[config.mk]
export PLATFORM = sky130hd
export DESIGN_NAME = mips_muldiv_unit_flat
export DESIGN_NICKNAME = d
export VERILOG_FILES = /design/src/rtl/mips_muldiv_unit_if.sv /design/src/rtl/mips_muldiv_unit.sv /design/src/flat_wrapper.sv
export SDC_FILE = /design/constraint.sdc
export NUM_CORES = 1
export LEC_CHECK = 0
export CAP_MARGIN = 25
export CORE_MARGIN = 4
export CORE_UTILIZATION = 55
export DETAILED_ROUTE_END_ITERATION = 10
export DONT_BUFFER_PORTS = 1
export HOLD_SLACK_MARGIN = 0.15
export MAX_ROUTING_LAYER = met4
export PLACE_DENSITY = 0.81
export SETUP_SLACK_MARGIN = 0.1
export SYNTH_ARGS = -nofsm -noshare
export SYNTH_HDL_FRONTEND = slang
export SYNTH_SLANG_ARGS = --single-unit
[constraint.sdc]
create_clock -name clk -period 11.6 [get_ports clk]
set_clock_uncertainty 0.1 [all_clocks]
set_input_delay 2.32 -clock clk [delete_from_list [all_inputs] [get_ports clk]]
set_output_delay 2.32 -clock clk [all_outputs]
set_load 0.03 [all_outputs]
[src/rtl/mips_muldiv_unit_if.sv]
// Request/response bundle between the control unit and the iterative MUL/DIV unit.
// The master issues start/op/operands; the slave returns handshake status and HI/LO.
interface mips_muldiv_unit_if #(
  parameter int WIDTH = 32
);
  logic             start;
  logic [2:0]       op;
  logic [WIDTH-1:0] operand_a;
  logic [WIDTH-1:0] operand_b;
  logic             busy;
  logic             done;
  logic             div_by_zero;
  logic [WIDTH-1:0] hi;
  logic [WIDTH-1:0] lo;

  modport master (
    output start, op, operand_a, operand_b,
    input  busy, done, div_by_zero, hi, lo
  );

  modport slave (
    input  start, op, operand_a, operand_b,
    output busy, done, div_by_zero, hi, lo
  );
endinterface

[src/rtl/mips_muldiv_unit.sv]
// Iterative signed/unsigned multiply (shift-add) and divide (restoring) with private HI/LO.
// One result bit per cycle; magnitudes are processed and the sign is fixed up in FINISH.
module mips_muldiv_unit #(
  parameter int WIDTH = 32
) (
  input logic               clk,
  input logic               rst,
  mips_muldiv_unit_if.slave bus
);
  localparam int CNT_W = $clog2(WIDTH + 1);
  localparam logic [CNT_W-1:0] CNT_INIT = CNT_W'(WIDTH);
  localparam logic [CNT_W-1:0] CNT_ONE  = {{(CNT_W-1){1'b0}}, 1'b1};
  localparam logic [2:0] OP_MTHI = 3'd4;
  localparam logic [2:0] OP_MTLO = 3'd5;

  typedef enum logic [1:0] {
    S_IDLE   = 2'd0,
    S_CALC   = 2'd1,
    S_FINISH = 2'd2
  } state_t;

  state_t             r_state, w_next;
  logic               r_busy, r_done, r_dbz;
  logic [WIDTH-1:0]   r_hi, r_lo, r_m;
  logic [2*WIDTH-1:0] r_acc, w_acc_step, w_prod_fix;
  logic [CNT_W-1:0]   r_cnt;
  logic               r_is_div, r_neg_q, r_neg_r;
  logic               w_accept, w_signed, w_a_neg, w_b_neg;
  logic [WIDTH-1:0]   w_abs_a, w_abs_b, w_q_fix, w_r_fix;
  logic [WIDTH:0]     w_sum, w_diff;

  // Operand decode: only ops 0..3 launch a computation; even ops are the signed ones.
  always_comb begin
    w_accept = bus.start && (r_state == S_IDLE) && (bus.op[2] == 1'b0);
    w_signed = ~bus.op[0];
    w_a_neg  = w_signed & bus.operand_a[WIDTH-1];
    w_b_neg  = w_signed & bus.operand_b[WIDTH-1];
    w_abs_a  = w_a_neg ? (-bus.operand_a) : bus.operand_a;
    w_abs_b  = w_b_neg ? (-bus.operand_b) : bus.operand_b;
  end

  // One iteration step: multiply shifts right after a conditional add, divide shifts left
  // and keeps the trial subtraction only when it does not borrow.
  always_comb begin
    w_sum  = {1'b0, r_acc[2*WIDTH-1:WIDTH]} + (r_acc[0] ? {1'b0, r_m} : {(WIDTH+1){1'b0}});
    w_diff = r_acc[2*WIDTH-1:WIDTH-1] - {1'b0, r_m};
    if (r_is_div) begin
      if (w_diff[WIDTH]) begin
        w_acc_step = {r_acc[2*WIDTH-2:0], 1'b0};
      end else begin
        w_acc_step = {w_diff[WIDTH-1:0], r_acc[WIDTH-2:0], 1'b1};
      end
    end else begin
      w_acc_step = {w_sum, r_acc[WIDTH-1:1]};
    end
  end

  // Sign fix-up: remainder follows the dividend, quotient/product follow sign(a)^sign(b).
  always_comb begin
    w_prod_fix = r_neg_q ? (-r_acc) : r_acc;
    w_q_fix    = r_neg_q ? (-r_acc[WIDTH-1:0]) : r_acc[WIDTH-1:0];
    w_r_fix    = r_neg_r ? (-r_acc[2*WIDTH-1:WIDTH]) : r_acc[2*WIDTH-1:WIDTH];
  end

  // Next-state logic.
  always_comb begin
    w_next = r_state;
    case (r_state)
      S_IDLE: begin
        if (w_accept) w_next = S_CALC;
        else          w_next = S_IDLE;
      end
      S_CALC: begin
        if (r_cnt == CNT_ONE) w_next = S_FINISH;
        else                  w_next = S_CALC;
      end
      S_FINISH: w_next = S_IDLE;
      default:  w_next = S_IDLE;
    endcase
  end

  // State register.
  always_ff @(posedge clk or posedge rst) begin
    if (rst) r_state <= S_IDLE;
    else     r_state <= w_next;
  end

  // Datapath, HI/LO and registered handshake outputs.
  always_ff @(posedge clk or posedge rst) begin
    if (rst) begin
      r_busy   <= 1'b0;
      r_done   <= 1'b0;
      r_dbz    <= 1'b0;
      r_hi     <= {WIDTH{1'b0}};
      r_lo     <= {WIDTH{1'b0}};
      r_m      <= {WIDTH{1'b0}};
      r_acc    <= {(2*WIDTH){1'b0}};
      r_cnt    <= {CNT_W{1'b0}};
      r_is_div <= 1'b0;
      r_neg_q  <= 1'b0;
      r_neg_r  <= 1'b0;
    end else begin
      r_busy <= (w_next != S_IDLE);
      r_done <= 1'b0;
      case (r_state)
        S_IDLE: begin
          if (bus.start) begin
            case (bus.op)
              3'd0, 3'd1, 3'd2, 3'd3: begin
                // Divide keeps the divisor in r_m; multiply keeps the multiplicand there.
                r_m      <= bus.op[1] ? w_abs_b : w_abs_a;
                r_acc    <= {{WIDTH{1'b0}}, (bus.op[1] ? w_abs_a : w_abs_b)};
                r_cnt    <= CNT_INIT;
                r_is_div <= bus.op[1];
                r_neg_q  <= w_a_neg ^ w_b_neg;
                r_neg_r  <= w_a_neg;
                r_dbz    <= 1'b0;
              end
              OP_MTHI: r_hi <= bus.operand_a;
              OP_MTLO: r_lo <= bus.operand_a;
              default: ;
            endcase
          end
        end
        S_CALC: begin
          r_acc <= w_acc_step;
          r_cnt <= r_cnt - CNT_ONE;
        end
        S_FINISH: begin
          r_done <= 1'b1;
          if (r_is_div) begin
            r_hi  <= w_r_fix;
            r_lo  <= w_q_fix;
            r_dbz <= (r_m == {WIDTH{1'b0}});
          end else begin
            r_hi  <= w_prod_fix[2*WIDTH-1:WIDTH];
            r_lo  <= w_prod_fix[WIDTH-1:0];
          end
        end
        default: ;
      endcase
    end
  end

  assign bus.busy        = r_busy;
  assign bus.done        = r_done;
  assign bus.div_by_zero = r_dbz;
  assign bus.hi          = r_hi;
  assign bus.lo          = r_lo;
endmodule
[src/flat_wrapper.sv]
// flat-port wrapper written by rule: the top's interface ports become plain ports
module mips_muldiv_unit_flat 
#(
  parameter int WIDTH = 32
)
  (clk, rst, bus_start, bus_op, bus_operand_a, bus_operand_b, bus_busy, bus_done, bus_div_by_zero, bus_hi, bus_lo);
  mips_muldiv_unit_if #(.WIDTH(WIDTH)) bus_i ();
  input logic clk;
  input logic rst;
  input wire logic [$bits(bus_i.start)-1:0] bus_start;
  input wire logic [$bits(bus_i.op)-1:0] bus_op;
  input wire logic [$bits(bus_i.operand_a)-1:0] bus_operand_a;
  input wire logic [$bits(bus_i.operand_b)-1:0] bus_operand_b;
  output wire logic [$bits(bus_i.busy)-1:0] bus_busy;
  output wire logic [$bits(bus_i.done)-1:0] bus_done;
  output wire logic [$bits(bus_i.div_by_zero)-1:0] bus_div_by_zero;
  output wire logic [$bits(bus_i.hi)-1:0] bus_hi;
  output wire logic [$bits(bus_i.lo)-1:0] bus_lo;
  assign bus_i.start = bus_start;
  assign bus_i.op = bus_op;
  assign bus_i.operand_a = bus_operand_a;
  assign bus_i.operand_b = bus_operand_b;
  assign bus_busy = bus_i.busy;
  assign bus_done = bus_i.done;
  assign bus_div_by_zero = bus_i.div_by_zero;
  assign bus_hi = bus_i.hi;
  assign bus_lo = bus_i.lo;
  mips_muldiv_unit #(.WIDTH(WIDTH)) u_core (.clk(clk), .rst(rst), .bus(bus_i));
endmodule
==> out/qor.txt <==
TIMING
--------------------------------------------------------------------------------------------------------
Min Tclk post-route                                                                              4880 ps
Final hold violations                                                                                  0
Final-report max-slew violation count                                                                  0
Max-slew headroom at the worst pin                                                                 29.6%
Achievable clock frequency                                                                       205 MHz
Unrepaired setup endpoints after global routing                                                       no
Transition time at the pin with the least slew margin                                            1060 ps
Hold Worst Slack                                                                                  392 ps
Ratio of final minimum period to clock period                                                      42.1%
PnR worst setup slack                                                                            6720 ps
Post-route setup TNS                                                                                0 ps
Setup violation total in the final timing report                                                       0

ROUTE
--------------------------------------------------------------------------------------------------------
First-pass iteration count of the detailed router                                                      6
Drt drc                                                                                                0
Vias after detailed routing                                                                        14800
Detailed-route vias per instance                                                                    6.68
Final Routed Wirelength                                                                          52.7 mm
Routed len/inst                                                                                  23.8 um
DR iter-0 viols                                                                                     1797
Remaining antenna violation count                                                                      0

YOSYS
--------------------------------------------------------------------------------------------------------
Netlist area before placement                                                                0.0148 mm^2
FFs w/ async S/R, synth                                                                             100%
Ys flop type                                                                                     dfrtp_1
Cell variety after synth                                                                              71
Syn_nets                                                                                            2068
Sequential element share of the synthesized area                                                   29.4%
Post-synth EDFFs                                                                                       0
Synth Register Bits                                                                                  174
Number of instances in the synthesized netlist                                                      1926
Synthesis Warnings                                                                                     0
Syn Area/Cell                                                                                  7.69 um^2

WORST SETUP PATH
--------------------------------------------------------------------------------------------------------
Minimum setup slack among reg-to-reg paths                                                       6890 ps
Startpoint Class                                                                               input pin
Worst setup path category                                                                      in -> reg
Largest driver fanout on the critical path                                                             6
Type of element capturing the critical path                                                    flip-flop
Worst path arrival time                                                                          5130 ps
Data required time of the critical path                                                         11840 ps
Worst-path cell with the longest stage delay                                                      nor4_1
Cell class contributing the biggest share of worst-path delay                               simple AND/OR/NAND/NOR gates
Cell Chain, Critical Path                                                                   nor4_1 -> nand4b_1 -> nor2_1 -> and3_1 -> a21oi_1 -> xnor2_1 -> mux2i_1 -> a221o_1
Longest individual stage delay on the worst path                                                  820 ps
Number of buffer and inverter instances along the worst setup path                                     0

HOLD PATH
--------------------------------------------------------------------------------------------------------
Worst hold-check path type                                                                    reg -> reg

CLOCK NETWORK
--------------------------------------------------------------------------------------------------------
Number of clock sinks seen by CTS                                                                    174
Post-CTS Hold Buffers                                                                                  0
CTS tree                                                                                           built
Post-CTS clock slew at the launch and capture registers of the worst setup and hold paths          90 ps
Clock insertion delay at the later pin of the skew report                                         450 ps
Clk root buf                                                                                   clkbuf_16
# Post-CTS Setup Buffers                                                                               0
H-tree depth                                                                                           4
Buffers from clock root to sink, at most                                                               2
TritonCTS Buffers                                                                                     17
Number of gates given a new drive strength after cts                                                   0

POWER AND IR DROP
--------------------------------------------------------------------------------------------------------
Lkg Pwr                                                                                       0.00659 uW
Pwr per Cell Area                                                                            361 mW/mm^2
Worst vdd rail ir drop                                                                            205 uV

FINISH
--------------------------------------------------------------------------------------------------------
End-of-flow core utilization                                                                       59.6%
Non-filler instance count after layout                                                              2210
Synth-to-Final Area Change                                                                         5.79%
Fraction of final layout cells with drive strength greater than 1                                  4.53%
Final nets                                                                                          2004
Most common cell after layout, fill and taps aside                                               nand2_1
Fill cell instance count of the final layout                                                        2474
Most frequent cells in the layout                                                           229 x nand2_1, 227 x nor2_1, 201 x o21ai_0, 191 x a21oi_1, 173 x dfrtp_1
Antenna Diode Count                                                                                    0

PLACEMENT
--------------------------------------------------------------------------------------------------------
Pre-CTS setup slack                                                                              6400 ps
Post-detail-place hpwl                                                                           40.6 mm
Placer Congestion                                                                                   1.03
Placed Instances                                                                                    2174
Number of input and output port buffers inserted                                                       0

GRT
--------------------------------------------------------------------------------------------------------
Vias in the first global route                                                                     13800
Maximum number of pins on one net before global-route repair                                          96
Antenna violations before repair                                                                       0
Grt total ovfl                                                                                         0
Total routing usage reported by global routing                                                     36.3%
Global-route wire length before repair                                                           80.4 mm

DIE
--------------------------------------------------------------------------------------------------------
Initial Utilization                                                                                56.3%
Y dimension of the die                                                                            172 um
Die span in x                                                                                     172 um
Area of the die                                                                              0.0296 mm^2
Floorplan Core Area                                                                          0.0263 mm^2
I/O Pins                                                                                             137
Number of placement rows                                                                              59

FLOW RUN
--------------------------------------------------------------------------------------------------------
Max-capacitance violation count                                                                        0

RUN STATUS
--------------------------------------------------------------------------------------------------------
Run status                                                                                  finished, final reports clean

==> path summary, 6_finish.rpt <==
check / start / to / cells past startpoint
min in group asynchronous: rst / u_core.r_acc[43] / 1
setup reg to reg: u_core.r_acc[0] / u_core.r_acc[63] / 13
hold / removal: u_core.r_m[23] / u_core.r_m[23] / 2
setup / recovery: bus_operand_a[4] / u_core.r_acc[27] / 8
max in group asynchronous: rst / u_core.bus.lo[27] / 4
hold reg to reg: u_core.r_m[23] / u_core.r_m[23] / 2
==> Yosys cell counts (6+ instances only) <==
| cell | instances | share of area (%) |
|---|---|---|
| nand2_1 | 229 | 5.8 |
| nor2_1 | 229 | 5.8 |
| o21ai_0 | 201 | 6.8 |
| a21oi_1 | 191 | 6.5 |
| dfrtp_1 | 174 | 29 |
| xnor2_1 | 103 | 6.1 |
| clkbuf_1 | 88 | 2.2 |
| ha_1 | 70 | 5.9 |
| xor2_1 | 67 | 4.0 |
| inv_1 | 65 | 1.6 |
| mux2i_1 | 61 | 4.1 |
| o31ai_1 | 53 | 2.7 |
| nor3_1 | 34 | 1.1 |
| o211ai_1 | 26 | 1.3 |
| or3_1 | 24 | 1.0 |
| nor4_1 | 21 | 0.89 |
| a22oi_1 | 20 | 1.0 |
| a31oi_1 | 19 | 0.80 |
| nand2b_1 | 18 | 0.76 |
| nand3_1 | 18 | 0.61 |
| a21o_1 | 16 | 0.81 |
| buf_1 | 14 | 0.35 |
| a211oi_1 | 13 | 0.66 |
| nand4_1 | 12 | 0.51 |
| nor2b_1 | 12 | 0.51 |
| o41ai_1 | 11 | 0.65 |
| a21boi_0 | 9 | 0.46 |
| o21bai_1 | 9 | 0.46 |
| o221ai_1 | 9 | 0.53 |
| o21a_1 | 8 | 0.41 |
| mux2_2 | 7 | 0.53 |
| and2_1 | 6 | 0.25 |
| nor4b_1 | 6 | 0.35 |
| or4_1 | 6 | 0.30 |
==> state kept, by name, summed over array words and instances, names as in the netlist, 2 cells and up <==
signal and count:
u_core.r_state 2, u_core.bus.lo 32, u_core.bus.hi 32, u_core.r_m 32
u_core.r_acc 64, u_core.r_cnt 6
==> kinds of logic after synthesis <==
kind of cell               count (synthesis)  share of synthesized area (%)
muxes                                     68                           4.66
adders and majority gates                 72                           6.19
buffers and inverters                    172                           4.39
AOI/OAI and AO/OA                        624                           25.6
DFF                                      174                           29.4
xor gates and xnor gates                 170                           10.1
and+or+nand+nor                          646                           19.7
==> worst register-to-register path: stages (launching register included) <==
cell	delay (ps)
dfrtp_1	520
inv_1	380
buf_4	360
nor2_1	110
ha_1	360
nor2b_1	180
o211ai_1	170
a211o_1	320
a31oi_1	430
a41o_1	420
a21bo_2	200
or4b_2	580
a221o_1	360
a21oi_1	140
==> through the flow <==
step           instance area [um^2]  total power, uW
2_1_floorplan                 14800             4040
3_3_place_gp                  15000             4870
3_5_place_dp                  15000             4950
4_1_cts                       15600             5560
5_1_grt                       15700             6070
6_report                      15700             5650
==> final cells by class <==
class | count | area (um^2) | share of cell area, %
Tap cell | 335 | 419 | 2.68
Timing Repair Buffer | 22 | 218 | 1.39
Clock inverter | 15 | 165 | 1.05
Multi-Input combinational cell | 1580 | 9820 | 62.7
Inverter | 67 | 256 | 1.64
Clock buffer | 17 | 425 | 2.72
Sequential cell | 174 | 4360 | 27.8
==> metal layers <==
layer  vias to the layer above  routed length, um  share of wire, %  GRT usage [%]
li1                       6775                  -                 -              -
met1                      6991              21500                41           50.4
met2                       883              22600                43           52.8
met3                       117               6870                13           8.57
met4                         0               1710               3.2           10.8
met5                         -                  0                 0              -
==> report_power, final <==
part	leakage, uW	switching, uW	internal, uW	total (uW)
clock network	0.000293	302	292	594
logic	0.00414	2050	1390	3440
registers	0.00216	700	913	1610
total	0.00659	3050	2590	5650
Power figures use the tool's default switching activity.
